===== config.mk =====
export PLATFORM = sky130hd
export DESIGN_NAME = spi_req_scheduler_flat
export DESIGN_NICKNAME = d
export VERILOG_FILES = /design/src/rtl/spi_req_scheduler_pkg.sv /design/src/rtl/spi_req_scheduler_if.sv /design/src/rtl/spi_req_scheduler_rr_arbiter.sv /design/src/rtl/spi_req_scheduler.sv /design/src/flat_wrapper.sv
export SDC_FILE = /design/constraint.sdc
export NUM_CORES = 1
export LEC_CHECK = 0
export ABC_AREA = 1
export BUFFER_PORTS_ARGS = -buffer_cell sky130_fd_sc_hd__buf_4
export CORE_AREA = 2 2 152 154
export DETAILED_ROUTE_END_ITERATION = 10
export DIE_AREA = 0 0 154 156
export HOLD_SLACK_MARGIN = 0.08
export PLACE_DENSITY = 0.53
export SYNTH_ARGS = -nofsm -noshare
export SYNTH_HDL_FRONTEND = slang
export SYNTH_SLANG_ARGS = --single-unit
export TNS_END_PERCENT = 20

===== constraint.sdc =====
create_clock -name GCLK -period 12.37 [get_ports GCLK]
set_clock_uncertainty 0.15 [all_clocks]
set_input_delay 1.237 -clock GCLK [delete_from_list [all_inputs] [get_ports GCLK]]
set_output_delay 1.237 -clock GCLK [all_outputs]
set_load 0.05 [all_outputs]

===== src/rtl/spi_req_scheduler_pkg.sv =====
`default_nettype none
// ============================================================================
// Module   : spi_sched_pkg
// Brief    : Shared types and config-field layout for spi_req_scheduler.
// Revision : 1.0
// ============================================================================
package spi_sched_pkg;

    typedef enum logic [2:0] {
        IDLE      = 3'd0,
        LOAD      = 3'd1,
        START     = 3'd2,
        WAIT_BUSY = 3'd3,
        WAIT_DONE = 3'd4,
        SETTLE    = 3'd5,
        RESP      = 3'd6
    } state_t;

    localparam int DATA_W    = 32;
    localparam int CFG_W     = 30;
    localparam int MODE_LSB  = 0;
    localparam int SPEED_LSB = 2;
    localparam int WLEN_LSB  = 4;
    localparam int IFG_LSB   = 6;
    localparam int CSSCK_LSB = 14;
    localparam int SCKCS_LSB = 22;
    localparam int MODE_W    = 2;
    localparam int SPEED_W   = 2;
    localparam int WLEN_W    = 2;
    localparam int TIM_W     = 8;

    localparam int SETTLE_CYC = 2;
    localparam int LOAD_CYC   = 1;

endpackage
`default_nettype wire


===== src/rtl/spi_req_scheduler_if.sv =====
`default_nettype none
// ============================================================================
// Module   : spi_req_scheduler_if
// Brief    : Requester-side and SPI-master-side signals of the scheduler.
// Revision : 1.0
// ============================================================================
interface spi_req_scheduler_if #(
    parameter int NREQ = 4
);
    import spi_sched_pkg::*;

    localparam int SEL_W = $clog2(NREQ);

    logic [NREQ-1:0]        req_valid_i;
    logic [NREQ-1:0]        req_ready_o;
    logic [CFG_W*NREQ-1:0]  req_cfg_i;
    logic [DATA_W*NREQ-1:0] req_mosi_i;
    logic [NREQ-1:0]        rsp_valid_o;
    logic [DATA_W-1:0]      rsp_data_o;
    logic                   rsp_err_o;

    logic                   start_o;
    logic                   busy_i;
    logic [MODE_W-1:0]      spi_mode_o;
    logic [SPEED_W-1:0]     sck_speed_o;
    logic [WLEN_W-1:0]      word_len_o;
    logic [TIM_W-1:0]       IFG_o;
    logic [TIM_W-1:0]       CS_SCK_o;
    logic [TIM_W-1:0]       SCK_CS_o;
    logic [DATA_W-1:0]      mosi_data_o;
    logic [DATA_W-1:0]      miso_data_i;
    logic [SEL_W-1:0]       sel_o;

    modport master (
        input  req_valid_i, req_cfg_i, req_mosi_i, busy_i, miso_data_i,
        output req_ready_o, rsp_valid_o, rsp_data_o, rsp_err_o, start_o,
               spi_mode_o, sck_speed_o, word_len_o, IFG_o, CS_SCK_o, SCK_CS_o,
               mosi_data_o, sel_o
    );

    modport slave (
        output req_valid_i, req_cfg_i, req_mosi_i, busy_i, miso_data_i,
        input  req_ready_o, rsp_valid_o, rsp_data_o, rsp_err_o, start_o,
               spi_mode_o, sck_speed_o, word_len_o, IFG_o, CS_SCK_o, SCK_CS_o,
               mosi_data_o, sel_o
    );

endinterface
`default_nettype wire


===== src/rtl/spi_req_scheduler_rr_arbiter.sv =====
`default_nettype none
// ============================================================================
// Module   : rr_arbiter
// Brief    : Combinational round-robin picker; priority starts after last_grant.
// Revision : 1.0
// ============================================================================
module rr_arbiter #(
    parameter int NREQ  = 4,
    parameter int IDX_W = $clog2(NREQ)
) (
    input  logic [NREQ-1:0]  req_i,
    input  logic [IDX_W-1:0] last_grant_i,
    output logic [NREQ-1:0]  grant_o,
    output logic [IDX_W-1:0] idx_o,
    output logic             any_o
);

    // Distance 0 is the requester right after the last grant, NREQ-1 is the last one.
    function automatic int rr_dist(input int cand, input int last);
        return (cand - last - 1 + 2 * NREQ) % NREQ;
    endfunction

    int best_dist;

    always_comb begin
        best_dist = NREQ;
        idx_o     = '0;
        any_o     = 1'b0;
        for (int i = 0; i < NREQ; i++) begin
            if (req_i[i] && (rr_dist(i, int'(last_grant_i)) < best_dist)) begin
                best_dist = rr_dist(i, int'(last_grant_i));
                idx_o     = IDX_W'(i);
                any_o     = 1'b1;
            end
        end
        grant_o = any_o ? (NREQ'(1) << idx_o) : '0;
    end

endmodule
`default_nettype wire


===== src/rtl/spi_req_scheduler.sv =====
`default_nettype none
// ============================================================================
// Module   : spi_req_scheduler
// Brief    : Round-robin sharing of one SPI master among NREQ requesters.
// Revision : 1.0
// ============================================================================
module spi_req_scheduler
    import spi_sched_pkg::*;
#(
    parameter int NREQ     = 4,
    parameter int START_TO = 15
) (
    input  logic                GCLK,
    input  logic                RST,
    spi_req_scheduler_if.master bus
);

    localparam int SEL_W = $clog2(NREQ);
    localparam int CNT_W = $clog2(START_TO + 1);

    state_t              state_q, state_d;
    logic [SEL_W-1:0]    last_grant_q, last_grant_d;
    logic [SEL_W-1:0]    sel_q, sel_d;
    logic [CFG_W-1:0]    cfg_q, cfg_d;
    logic [DATA_W-1:0]   mosi_q, mosi_d;
    logic [CNT_W-1:0]    cnt_q, cnt_d;
    logic [NREQ-1:0]     req_ready_q, req_ready_d;
    logic [NREQ-1:0]     rsp_valid_q, rsp_valid_d;
    logic [DATA_W-1:0]   rsp_data_q, rsp_data_d;
    logic                rsp_err_q, rsp_err_d;
    logic                start_q, start_d;

    logic [NREQ-1:0]     arb_grant;
    logic [SEL_W-1:0]    arb_idx;
    logic                arb_any;
    logic [CFG_W-1:0]    cfg_sel;
    logic [DATA_W-1:0]   mosi_sel;
    logic [NREQ-1:0]     sel_onehot;

    rr_arbiter #(
        .NREQ  (NREQ),
        .IDX_W (SEL_W)
    ) u_arb (
        .req_i        (bus.req_valid_i),
        .last_grant_i (last_grant_q),
        .grant_o      (arb_grant),
        .idx_o        (arb_idx),
        .any_o        (arb_any)
    );

    always_comb begin
        cfg_sel  = '0;
        mosi_sel = '0;
        for (int i = 0; i < NREQ; i++) begin
            if (arb_grant[i]) begin
                cfg_sel  = bus.req_cfg_i[i*CFG_W +: CFG_W];
                mosi_sel = bus.req_mosi_i[i*DATA_W +: DATA_W];
            end
        end
    end

    assign sel_onehot = NREQ'(1) << sel_q;

    // Pulse outputs default low; latched config/sel hold until the next grant.
    always_comb begin
        state_d      = state_q;
        last_grant_d = last_grant_q;
        sel_d        = sel_q;
        cfg_d        = cfg_q;
        mosi_d       = mosi_q;
        cnt_d        = cnt_q;
        req_ready_d  = '0;
        start_d      = 1'b0;
        rsp_valid_d  = '0;
        rsp_data_d   = '0;
        rsp_err_d    = 1'b0;

        unique case (state_q)
            IDLE: begin
                if (arb_any) begin
                    req_ready_d = arb_grant;
                    sel_d       = arb_idx;
                    cfg_d       = cfg_sel;
                    mosi_d      = mosi_sel;
                    cnt_d       = '0;
                    state_d     = LOAD;
                end
            end
            LOAD: begin
                if (cnt_q == CNT_W'(LOAD_CYC - 1)) begin
                    state_d = START;
                end else begin
                    cnt_d = cnt_q + 1'b1;
                end
            end
            START: begin
                start_d = 1'b1;
                cnt_d   = '0;
                state_d = WAIT_BUSY;
            end
            WAIT_BUSY: begin
                if (bus.busy_i) begin
                    state_d = WAIT_DONE;
                end else if (cnt_q == CNT_W'(START_TO)) begin
                    rsp_valid_d = sel_onehot;
                    rsp_err_d   = 1'b1;
                    state_d     = RESP;
                end else begin
                    cnt_d = cnt_q + 1'b1;
                end
            end
            WAIT_DONE: begin
                if (!bus.busy_i) begin
                    cnt_d   = '0;
                    state_d = SETTLE;
                end
            end
            SETTLE: begin
                // The wrapper registers MISO, so the word is only valid after the settle window.
                if (cnt_q == CNT_W'(SETTLE_CYC - 1)) begin
                    rsp_valid_d = sel_onehot;
                    rsp_data_d  = bus.miso_data_i;
                    state_d     = RESP;
                end else begin
                    cnt_d = cnt_q + 1'b1;
                end
            end
            RESP: begin
                last_grant_d = sel_q;
                state_d      = IDLE;
            end
            default: state_d = IDLE;
        endcase
    end

    always_ff @(posedge GCLK) begin
        if (RST) begin
            state_q      <= IDLE;
            last_grant_q <= SEL_W'(NREQ - 1);
            sel_q        <= '0;
            cfg_q        <= '0;
            mosi_q       <= '0;
            cnt_q        <= '0;
            req_ready_q  <= '0;
            rsp_valid_q  <= '0;
            rsp_data_q   <= '0;
            rsp_err_q    <= 1'b0;
            start_q      <= 1'b0;
        end else begin
            state_q      <= state_d;
            last_grant_q <= last_grant_d;
            sel_q        <= sel_d;
            cfg_q        <= cfg_d;
            mosi_q       <= mosi_d;
            cnt_q        <= cnt_d;
            req_ready_q  <= req_ready_d;
            rsp_valid_q  <= rsp_valid_d;
            rsp_data_q   <= rsp_data_d;
            rsp_err_q    <= rsp_err_d;
            start_q      <= start_d;
        end
    end

    assign bus.req_ready_o = req_ready_q;
    assign bus.rsp_valid_o = rsp_valid_q;
    assign bus.rsp_data_o  = rsp_data_q;
    assign bus.rsp_err_o   = rsp_err_q;
    assign bus.start_o     = start_q;
    assign bus.spi_mode_o  = cfg_q[MODE_LSB  +: MODE_W];
    assign bus.sck_speed_o = cfg_q[SPEED_LSB +: SPEED_W];
    assign bus.word_len_o  = cfg_q[WLEN_LSB  +: WLEN_W];
    assign bus.IFG_o       = cfg_q[IFG_LSB   +: TIM_W];
    assign bus.CS_SCK_o    = cfg_q[CSSCK_LSB +: TIM_W];
    assign bus.SCK_CS_o    = cfg_q[SCKCS_LSB +: TIM_W];
    assign bus.mosi_data_o = mosi_q;
    assign bus.sel_o       = sel_q;

endmodule
`default_nettype wire


===== src/flat_wrapper.sv =====
// flat-port wrapper written by rule: the top's interface ports become plain ports
module spi_req_scheduler_flat import spi_sched_pkg::*;
#(
    parameter int NREQ     = 4,
    parameter int START_TO = 15
)
  (GCLK, RST, bus_req_valid_i, bus_req_cfg_i, bus_req_mosi_i, bus_busy_i, bus_miso_data_i, bus_req_ready_o, bus_rsp_valid_o, bus_rsp_data_o, bus_rsp_err_o, bus_start_o, bus_spi_mode_o, bus_sck_speed_o, bus_word_len_o, bus_IFG_o, bus_CS_SCK_o, bus_SCK_CS_o, bus_mosi_data_o, bus_sel_o);
  spi_req_scheduler_if #(.NREQ(NREQ)) bus_i ();
  input  logic GCLK;
  input  logic RST;
  input wire logic [$bits(bus_i.req_valid_i)-1:0] bus_req_valid_i;
  input wire logic [$bits(bus_i.req_cfg_i)-1:0] bus_req_cfg_i;
  input wire logic [$bits(bus_i.req_mosi_i)-1:0] bus_req_mosi_i;
  input wire logic [$bits(bus_i.busy_i)-1:0] bus_busy_i;
  input wire logic [$bits(bus_i.miso_data_i)-1:0] bus_miso_data_i;
  output wire logic [$bits(bus_i.req_ready_o)-1:0] bus_req_ready_o;
  output wire logic [$bits(bus_i.rsp_valid_o)-1:0] bus_rsp_valid_o;
  output wire logic [$bits(bus_i.rsp_data_o)-1:0] bus_rsp_data_o;
  output wire logic [$bits(bus_i.rsp_err_o)-1:0] bus_rsp_err_o;
  output wire logic [$bits(bus_i.start_o)-1:0] bus_start_o;
  output wire logic [$bits(bus_i.spi_mode_o)-1:0] bus_spi_mode_o;
  output wire logic [$bits(bus_i.sck_speed_o)-1:0] bus_sck_speed_o;
  output wire logic [$bits(bus_i.word_len_o)-1:0] bus_word_len_o;
  output wire logic [$bits(bus_i.IFG_o)-1:0] bus_IFG_o;
  output wire logic [$bits(bus_i.CS_SCK_o)-1:0] bus_CS_SCK_o;
  output wire logic [$bits(bus_i.SCK_CS_o)-1:0] bus_SCK_CS_o;
  output wire logic [$bits(bus_i.mosi_data_o)-1:0] bus_mosi_data_o;
  output wire logic [$bits(bus_i.sel_o)-1:0] bus_sel_o;
  assign bus_i.req_valid_i = bus_req_valid_i;
  assign bus_i.req_cfg_i = bus_req_cfg_i;
  assign bus_i.req_mosi_i = bus_req_mosi_i;
  assign bus_i.busy_i = bus_busy_i;
  assign bus_i.miso_data_i = bus_miso_data_i;
  assign bus_req_ready_o = bus_i.req_ready_o;
  assign bus_rsp_valid_o = bus_i.rsp_valid_o;
  assign bus_rsp_data_o = bus_i.rsp_data_o;
  assign bus_rsp_err_o = bus_i.rsp_err_o;
  assign bus_start_o = bus_i.start_o;
  assign bus_spi_mode_o = bus_i.spi_mode_o;
  assign bus_sck_speed_o = bus_i.sck_speed_o;
  assign bus_word_len_o = bus_i.word_len_o;
  assign bus_IFG_o = bus_i.IFG_o;
  assign bus_CS_SCK_o = bus_i.CS_SCK_o;
  assign bus_SCK_CS_o = bus_i.SCK_CS_o;
  assign bus_mosi_data_o = bus_i.mosi_data_o;
  assign bus_sel_o = bus_i.sel_o;
  spi_req_scheduler #(.NREQ(NREQ), .START_TO(START_TO)) u_core (.GCLK(GCLK), .RST(RST), .bus(bus_i));
endmodule

==> metrics.yaml, run 1 <==
cp-startpoint: "u_core.last_grant_q[0]"
avgSynthCellArea_um2: 6.28
seq_area_frac_synth: 0.384
critPathRequiredTime_ns: 12.56
critPathSlowestCell: "nand2_1"
multi_input_area_mm2: 0.00310
max_stage_delay_ns: 0.74
tightestPinTransition_ns: 1.05
antennaDiodeCount: 0
crit_family: "simple AND/OR/NAND/NOR gates"
cts_setup_buffers: 0
critical_path_class: "reg -> reg"
fillCellCount: 2418
drive_gt1_frac: 0.333
path_clk_slew_ns: 0.06
hold_violations: 0
die_area_mm2: 0.0240
synth_flop_cell: "dfxtp_1"
clockBufferDepth: 2
final_cell_mix: "buf_4, nand2_1, nor2_1, dfxtp_1, inv_1"
insertion_delay_ns: 0.41
p_leak_nw: 5.03
finalMaxSlewViolations: 0
fp.dieH_um: 156
synth-simple-area-share: 0.391
grt_usage: 0.209
port_buffers: 392
ys_ff_latch: 115
antenna_found_initial: 0
avgRoutedWirePerCell_um: 16.2
cap_violations: 0
mostFrequentLayoutCell: "buf_4"
cts_tree: "yes"
rsz0062_at_grt: "false"
postSynthCellCount: 953
root_buffer: "clkbuf_16"
fp.dieW_um: 154
drt_wl_total_um: 26100
fmax_mhz: 163
synth_compound_area_frac: 0.102
maxSlewHeadroom: 0.300
grt_pass1_wl_um: 38600
fin_crit_ns: 6.12
synth-edff-count: 0
crit_arrival_ns: 6.31
powerDensity_mw_per_mm2: 225
initial_utilization: 0.268
pre_cts_ws_ns: 5.78
ant_nets: 0
synth.lib_cells_used.distinct: 32
yosys.area_share.xor_xnor: 0.00292
rows: 55
drcViolationCount: 0
cpMostUsedCell: "nand2_1"
setup_viol: 0
min_from: "u_core.bus.sel_o[0]"
vias_per_cell: 4.49
synth_top_family_by_area: "simple AND/OR/NAND/NOR gates"
vdd_drop_max_v: 0.0000951
path_buf_inv: 2
hold_buffers: 0
ios: 393
htree_levels: 4
area_growth_pct: 62.0
status: "complete, no violations"
grt_remaining_overflow: 0
startpoint_type: "flop"
hpwl_um: 19700
cts_sinks: 115
seq_area_mm2: 0.00230
synth.cell_area_mm2: 0.00599
setup_tns_ns: 0
nNetsFinal: 1612
core_mm2: 0.0224
drtPass1Iterations: 5
async_flop_share: 0
drt_iter0_markers: 349
yosysWarnings: 0
setup_ws_ns: 6.25
regToRegStartpoint: "u_core.last_grant_q[0]"
via_count: 7241
worstHoldPathType: "reg -> reg"
synth_nets: 1250
finalCritPeriodShare: 0.495
gp_congestion: 0.836
cts_made_buffers: 17
grt_max_degree: 68
synth_mux_area_frac: 0
worstPathMaxFanout: 37
cts_resized: 0
end_kind: "flop"
grt_pass1_vias: 6863
synth_fa_ha_area_frac: 0.0209
## registers in the layout, summed over array words and instances, names as in the netlist
register,cells
u_core.bus.mosi_data_o,32
u_core.bus.req_ready_o,4
u_core.bus.rsp_data_o,32
u_core.bus.rsp_err_o,1
u_core.bus.rsp_valid_o,4
u_core.bus.sel_o,2
u_core.bus.start_o,1
u_core.cfg_q,30
u_core.cnt_q,4
u_core.last_grant_q,2
u_core.state_q,3
## synthesized netlist by cell type, types with 2 or more instances
cell	instances	area [µm²]
nand2_4	2	22.5
ha_1	10	125
a31oi_1	5	31.3
inv_2	6	22.5
o21ai_0	71	355
nand3_1	77	385
dfxtp_1	115	2300
clkbuf_1	30	113
a22oi_1	5	37.5
buf_2	8	40.0
a21oi_1	15	75.1
nand4_1	11	68.8
buf_1	3	11.3
nor4_1	2	12.5
xor2_1	2	17.5
inv_1	84	315
nor3_1	6	30.0
nor2_4	2	22.5
a22o_1	5	43.8
a211oi_1	4	30.0
buf_4	12	90.1
o31ai_1	2	15.0
nor2_1	175	657
nand2_1	293	1100
## cell families after synthesis
group / count (synthesis)
buf+inv: 143
xor+xnor: 2
fa+ha+maj: 10
compound gates: 110
flops: 115
other cells: 1
simple gates: 572
## area by class of cell
| class | count | area share |
|---|---|---|
| multi-input combinational | 695 | 0.320 |
| timing repair buffer | 396 | 0.306 |
| clock buffer | 17 | 0.0439 |
| sequential | 115 | 0.237 |
| inverter | 90 | 0.0350 |
| clock inverter | 14 | 0.0210 |
| tap | 285 | 0.0368 |
## report_power, final
part / switching [mW] / internal [mW] / total, mW
registers: 0.0579 / 0.474 / 0.531
clock network: 0.193 / 0.339 / 0.532
logic: 0.777 / 0.343 / 1.12
total: 1.03 / 1.16 / 2.18
## path summary, 6_finish.rpt
path,slack (ns),cells after the start,end
worst min register to register,0.32,1,u_core.bus.rsp_valid_o[0]
worst max register to register,6.25,27,u_core.cfg_q[29]
worst min-delay path,0.32,1,u_core.bus.rsp_valid_o[0]
worst max-delay path,6.25,27,u_core.cfg_q[29]
## metal layers
layer,vias to the layer above,GRT usage,part of all wire
met3,15,0.0700,0.084
li1,3718,-,-
met4,0,0.0432,0.0096
met5,-,0,0
met2,279,0.371,0.50
met1,3229,0.246,0.41
## stage by stage
step	instances	area [µm²]	utilization	hold slack (ns)	total power [mW]
after detailed placement	1581	9070	0.406	0.299	1.67
after CTS	1612	9700	0.434	0.311	2.21
after global placement	1581	9070	0.406	0.297	1.66
after global routing	1612	9700	0.434	0.334	2.32
after floorplan	953	5990	-	0.319	1.30
final	1612	9700	0.434	0.315	2.18
(Power assumes the default switching activity.)
==> inputs of run 2 (changes only) <==
--- a/config.mk
+++ b/config.mk
@@ -7,9 +7,9 @@
 export LEC_CHECK = 0
 export ABC_AREA = 1
 export BUFFER_PORTS_ARGS = -buffer_cell sky130_fd_sc_hd__buf_4
-export CORE_AREA = 2 2 152 154
+export CORE_AREA = 2 2 153 155
 export DETAILED_ROUTE_END_ITERATION = 10
-export DIE_AREA = 0 0 154 156
+export DIE_AREA = 0 0 155 157
 export HOLD_SLACK_MARGIN = 0.08
 export PLACE_DENSITY = 0.53
 export SYNTH_ARGS = -nofsm -noshare
==> constraint.sdc (replaced) <==
create_clock -name GCLK -period 6 [get_ports GCLK]
set_clock_uncertainty 0.15 [all_clocks]
set_input_delay 0.6 -clock GCLK [delete_from_list [all_inputs] [get_ports GCLK]]
set_output_delay 0.6 -clock GCLK [all_outputs]
set_load 0.05 [all_outputs]
==> run 2 against run 1 <==
Utilization about the same. Wire length increased by 1.0%. Register-to-register slack got worse by 5.2 ns. Clock power increased by 110%. Sequential cell count unchanged. Global-route usage increased by 0.25 points. Maximum frequency increased by 23%. Final cell count increased by 0.37%. Critical path depth unchanged. Sequential power increased by 110%. Highest routed layer is now met5.
==> metrics.yaml, run 2 (same netlist as run 1, synthesis figures left out) <==
grt_pass1_vias: 7105
critPathRequiredTime_ns: 6.21
cap_violations: 0
startpoint_type: "flop"
via_count: 7264
timing.rr.end: "u_core.bus.mosi_data_o[7]"
end_kind: "flop"
htree_levels: 4
rows: 55
initial_utilization: 0.266
clockBufferDepth: 2
hold_violations: 0
met3_length_um: 1950
vdd_drop_max_v: 0.000204
wl_met1_um: 10900
wl_met2_um: 13100
hold_buffers: 0
finalMaxSlewViolations: 0
min_path_cells: 3
power_frac_seq: 0.240
grt_usage: 0.211
fmax_mhz: 201
root_buffer: "clkbuf_16"
internal_power_mw: 2.44
worstPathMaxFanout: 37
routed.top_layer: "met5"
drt_wl_total_um: 26400
swShare: 0.467
powerDensity_mw_per_mm2: 468
port_buffers: 392
avgRoutedWirePerCell_um: 16.3
clkPwrFrac: 0.250
antennaDiodeCount: 0
min_from: "bus_miso_data_i[31]"
reg2reg_setup_slack_ns: 1.03
path_clk_slew_ns: 0.06
p_leak_nw: 5.08
setup_viol: 0
insertion_delay_ns: 0.41
drtPass1Iterations: 5
cts_resized: 0
core_mm2: 0.0225
mostFrequentLayoutCell: "buf_4"
ios: 393
drt_iter0_markers: 368
cts_sinks: 115
crit_arrival_ns: 5.18
fp.dieW_um: 155
nNetsFinal: 1617
regToRegStartpoint: "u_core.last_grant_q[0]"
final_cell_mix: "buf_4, nand2_1, nor2_1, dfxtp_1, inv_1"
cts_tree: "yes"
rsz0062_at_grt: "false"
maxSlewHeadroom: 0.265
setup_ws_ns: 1.03
min_to: "u_core.bus.rsp_data_o[31]"
drcViolationCount: 0
tightestPinTransition_ns: 1.10
cts_setup_buffers: 0
setup_tns_ns: 0
area_growth_pct: 63.0
pre_cts_ws_ns: 0.961
grt_remaining_overflow: 0
grt_pass1_wl_um: 39800
antenna_found_initial: 1
fin_crit_ns: 4.97
die_area_mm2: 0.0243
drive_gt1_frac: 0.335
ff2ff_path_depth: 27
hpwl_um: 20200
worstHoldPathType: "in -> reg"
grt_max_degree: 59
p_comb_frac: 0.510
fp.dieH_um: 157
finalCritPeriodShare: 0.829
netSwitchingPower_mw: 2.13
cts_made_buffers: 17
status: "complete, no violations"
vias_per_cell: 4.49
critical_path_class: "reg -> reg"
gp_congestion: 0.864
ant_nets: 0
[run 2: changes by cell type in the layout (fill, tap and decap cells not counted), sizes merged]
cell      before  now
clkbuf        17   18
bufinv         4    5
buf          396  401
clkinvlp       2    0
clkinv         6    7
[run 2: cell type report]
cell class,count,area (µm²)
repair buffers,401,3010
clock inverters,14,225
multi-input cells,695,3100
inverters,90,339
fillers,2385,12700
clock buffers,18,429
well taps,285,357
flip-flops and latches,115,2300
[run 2: how the worst max path moves through the flow]
stage | from | to | slack, ns | cells after the start
final | u_core.last_grant_q[0] | u_core.bus.mosi_data_o[7] | 1.03 | 27
after global routing | u_core.last_grant_q[1] | u_core.bus.mosi_data_o[1] | 0.48 | 29
after CTS | u_core.last_grant_q[1] | u_core.bus.mosi_data_o[8] | 0.96 | 29
after detailed placement | u_core.last_grant_q[1] | u_core.bus.mosi_data_o[7] | 0.96 | 29
after global placement | u_core.last_grant_q[0] | u_core.cfg_q[22] | 1.15 | 27
after floorplan | u_core.last_grant_q[0] | u_core.bus.mosi_data_o[18] | 1.59 | 31
[run 2: stage by stage]
stage                util  hold slack, ns  cell area [µm²]  power (mW)  cells
finish              0.434           0.247             9760        4.57   1618
global route        0.434           0.234             9760        4.87   1618
CTS                 0.434           0.232             9760        4.62   1618
detailed placement  0.405           0.307             9110        3.46   1586
global placement    0.405           0.305             9110        3.45   1586
floorplan               -           0.319             5990        2.68    953
[run 2: power groups by stage]
stage	Sequential, mW	Clock [mW]	Combinational (mW)
floorplan	1.77	0	0.913
global placement	1.10	0	2.35
detailed placement	1.11	0	2.35
CTS	1.10	1.17	2.36
global route	1.12	1.20	2.55
finish	1.10	1.14	2.33
[run 2: critical path, cell delays in order, from the launching register on]
cell,delay [ns]
dfxtp_1,0.47
ha_1,0.31
nand2_1,0.11
nand2_1,0.07
nand2_2,0.15
inv_2,0.15
a22oi_1,0.27
ha_1,0.29
nand2_1,0.07
nand2_1,0.05
nand2_1,0.05
nand2_1,0.04
nand2_1,0.05
nand2_1,0.20
nand2_1,0.13
o21ai_0,0.09
ha_1,0.29
nand2_1,0.05
nand2_1,0.05
nand2_1,0.07
nand2_4,0.36
nand2_4,0.21
nor2_4,0.57
buf_4,0.35
nand2_1,0.09
nand2_1,0.07
nor2_1,0.04
nor2_1,0.07
[run 2: layer usage]
layer	vias to the layer above	global-route usage
met5	-	0
met4	2	0.0503
met3	28	0.0628
met2	269	0.379
met1	3243	0.248
li1	3722	-
==> inputs of run 3 (changes only) <==
--- a/config.mk
+++ b/config.mk
@@ -5,13 +5,13 @@
 export SDC_FILE = /design/constraint.sdc
 export NUM_CORES = 1
 export LEC_CHECK = 0
-export ABC_AREA = 1
+export ABC_AREA = 0
 export BUFFER_PORTS_ARGS = -buffer_cell sky130_fd_sc_hd__buf_4
-export CORE_AREA = 2 2 153 155
+export CORE_AREA = 2 2 152 154
 export DETAILED_ROUTE_END_ITERATION = 10
-export DIE_AREA = 0 0 155 157
+export DIE_AREA = 0 0 154 156
 export HOLD_SLACK_MARGIN = 0.08
-export PLACE_DENSITY = 0.53
+export PLACE_DENSITY = 0.52
 export SYNTH_ARGS = -nofsm -noshare
 export SYNTH_HDL_FRONTEND = slang
 export SYNTH_SLANG_ARGS = --single-unit
==> constraint.sdc (replaced) <==
create_clock -name GCLK -period 4.7 [get_ports GCLK]
set_clock_uncertainty 0.15 [all_clocks]
set_input_delay 0.47 -clock GCLK [delete_from_list [all_inputs] [get_ports GCLK]]
set_output_delay 0.47 -clock GCLK [all_outputs]
set_load 0.05 [all_outputs]
==> run 3 against run 2 <==
Clock power is 16% higher. Count of clock-buffer cells in the layout did not move. Non-clock buffer count is 10 higher. Power increased by 15%. Synthesized cell count decreased by 28%. Area after synthesis decreased by 3.9%. Largest cell class unchanged. Critical path depth is 9 lower.
==> metrics.yaml, run 3 <==
area_growth_pct: 66.4
grt_remaining_overflow: 0
setup_viol: 0
grt_pass1_vias: 6696
seq_area_frac_synth: 0.400
yosysTopAreaCellShare: 0.400
startpoint_type: "flop"
fp.dieW_um: 154
gp_congestion: 0.867
drtPass1Iterations: 5
die_area_mm2: 0.0240
cap_violations: 0
core_mm2: 0.0224
grt_pass1_wl_um: 39600
setup_ws_ns: 0.449
synth_commonest_cells: "dfxtp_1, nand2_1, nor2_1, o21ai_0, and2_1"
drive_gt1_frac: 0.430
holdWs_ns: 0.102
placed_cells: 1321
critical_path_class: "reg -> reg"
synth_nets: 983
fmax_mhz: 235
fin_crit_ns: 4.25
postSynthCellCount: 686
grt_max_degree: 69
utilization: 0.428
synth-edff-count: 0
tightestPinTransition_ns: 0.851
yosysMostFrequentCell: "dfxtp_1"
final_cell_mix: "buf_4, dfxtp_1, nand2_1, nor2_1, o21ai_0"
cts_tree: "yes"
critPathRequiredTime_ns: 4.88
path_clk_slew_ns: 0.06
ios: 393
placed_cell_area_mm2: 0.00897
synth_flop_cell: "dfxtp_1"
via_count: 6770
cts_made_buffers: 17
grt_usage: 0.214
fin_area_mm2: 0.00957
worstHoldPathType: "in -> reg"
insertion_delay_ns: 0.42
maxSlewHeadroom: 0.433
hold_violations: 0
finalMaxSlewViolations: 0
p_leak_nw: 4.25
setup_tns_ns: 0
clockBufferDepth: 2
synthTopCellsByArea: "dfxtp_1, a311oi_1, a221oi_1, nand2_1, nor2_1"
drcViolationCount: 0
vias_per_cell: 5.00
hpwl_um: 19300
port_buffers: 392
synth.lib_cells_used.distinct: 55
nNetsFinal: 1353
drt_iter0_markers: 369
antenna_found_initial: 1
root_buffer: "clkbuf_16"
crit_arrival_ns: 4.43
yosys.area.top_type: "dfxtp_1"
status: "complete, no violations"
synth.cell_area_mm2: 0.00575
initial_utilization: 0.257
end_kind: "flop"
rows: 55
yosysWarnings: 0
worstPathMaxFanout: 29
drt_wl_total_um: 26200
rsz0062_at_grt: "false"
fin_total_pwr_mw: 5.24
finalCritPeriodShare: 0.905
final_cells: 1355
cts_setup_buffers: 0
async_flop_share: 0
cts_sinks: 115
fp.dieH_um: 156
pre_cts_ws_ns: 0.507
mostFrequentLayoutCell: "buf_4"
avgRoutedWirePerCell_um: 19.3
htree_levels: 4
powerDensity_mw_per_mm2: 548
ys_ff_latch: 115
vdd_drop_max_v: 0.000351
ant_nets: 0
avgSynthCellArea_um2: 8.39
## run 3: cell types whose count changed after synthesis, moves of 34 or more
cell      change
nand2_1     -221
and2_1       +39
inv_1        -71
nor2_1      -104
a311oi_1     +34
nand3_1      -57
## run 3: what timing repair did
action	in CTS	in global routing
gates resized for setup	0	0
hold endpoints to repair	0	1
endpoints found under the setup margin	0	0
hold buffers	0	1
## run 3: per-layer routing
| metal | GRT usage | vias up | routed length (µm) |
|---|---|---|---|
| li1 | - | 3308 | - |
| met1 | 0.266 | 3142 | 11100 |
| met2 | 0.356 | 284 | 12600 |
| met3 | 0.0542 | 36 | 1810 |
| met4 | 0.0837 | 0 | 678 |
| met5 | 0 | - | 0 |
## run 3: final timing paths
check / start / endpoint / slack [ns] / cells past startpoint
min: bus_miso_data_i[23] / u_core.bus.rsp_data_o[23] / 0.10 / 2
max reg2reg: u_core.last_grant_q[0] / u_core.cfg_q[3] / 0.45 / 18
max: u_core.last_grant_q[0] / u_core.cfg_q[3] / 0.45 / 18
min reg2reg: u_core.bus.mosi_data_o[26] / u_core.bus.mosi_data_o[26] / 0.30 / 2
## run 3: worst max-delay path, stage by stage, from the launching register on
cell and delay [ns]:
dfxtp_1 0.49, ha_1 0.34, nand2b_1 0.20, o21ai_0 0.11, a22oi_1 0.24, ha_1 0.21
and4bb_4 0.24, o21ai_4 0.19, nand2_2 0.11, nor2_1 0.11, a21oi_1 0.06, ha_1 0.30
nor2_1 0.05, o21ai_0 0.26, nor3b_2 0.22, buf_4 0.37, a22o_1 0.21, a21oi_1 0.06
a211oi_1 0.24
## run 3: logic make-up after synthesis
| group | after synthesis | share of synthesized area |
|---|---|---|
| fa+ha+maj | 10 | 0.0217 |
| simple gates | 248 | 0.207 |
| compound gates | 232 | 0.302 |
| mux | 6 | 0.0107 |
| buf+inv | 73 | 0.0565 |
| other cells | 1 | 0.000652 |
| flops | 115 | 0.400 |
| xor+xnor | 1 | 0.00152 |
## run 3: report_power, final
part | switching (mW) | total (mW) | internal [mW]
logic | 1.68 | 2.53 | 0.850
registers | 0.165 | 1.39 | 1.23
clock network | 0.519 | 1.32 | 0.800
## run 3: layout make-up
cell class                 count  area [µm²]
sequential                   115        2300
antenna                        1        2.50
clock buffer                  18         439
fill                        2287       12800
tap                          285         357
clock inverter                14         151
timing repair buffer         411        3090
inverter                      13        48.8
multi-input combinational    498        3180
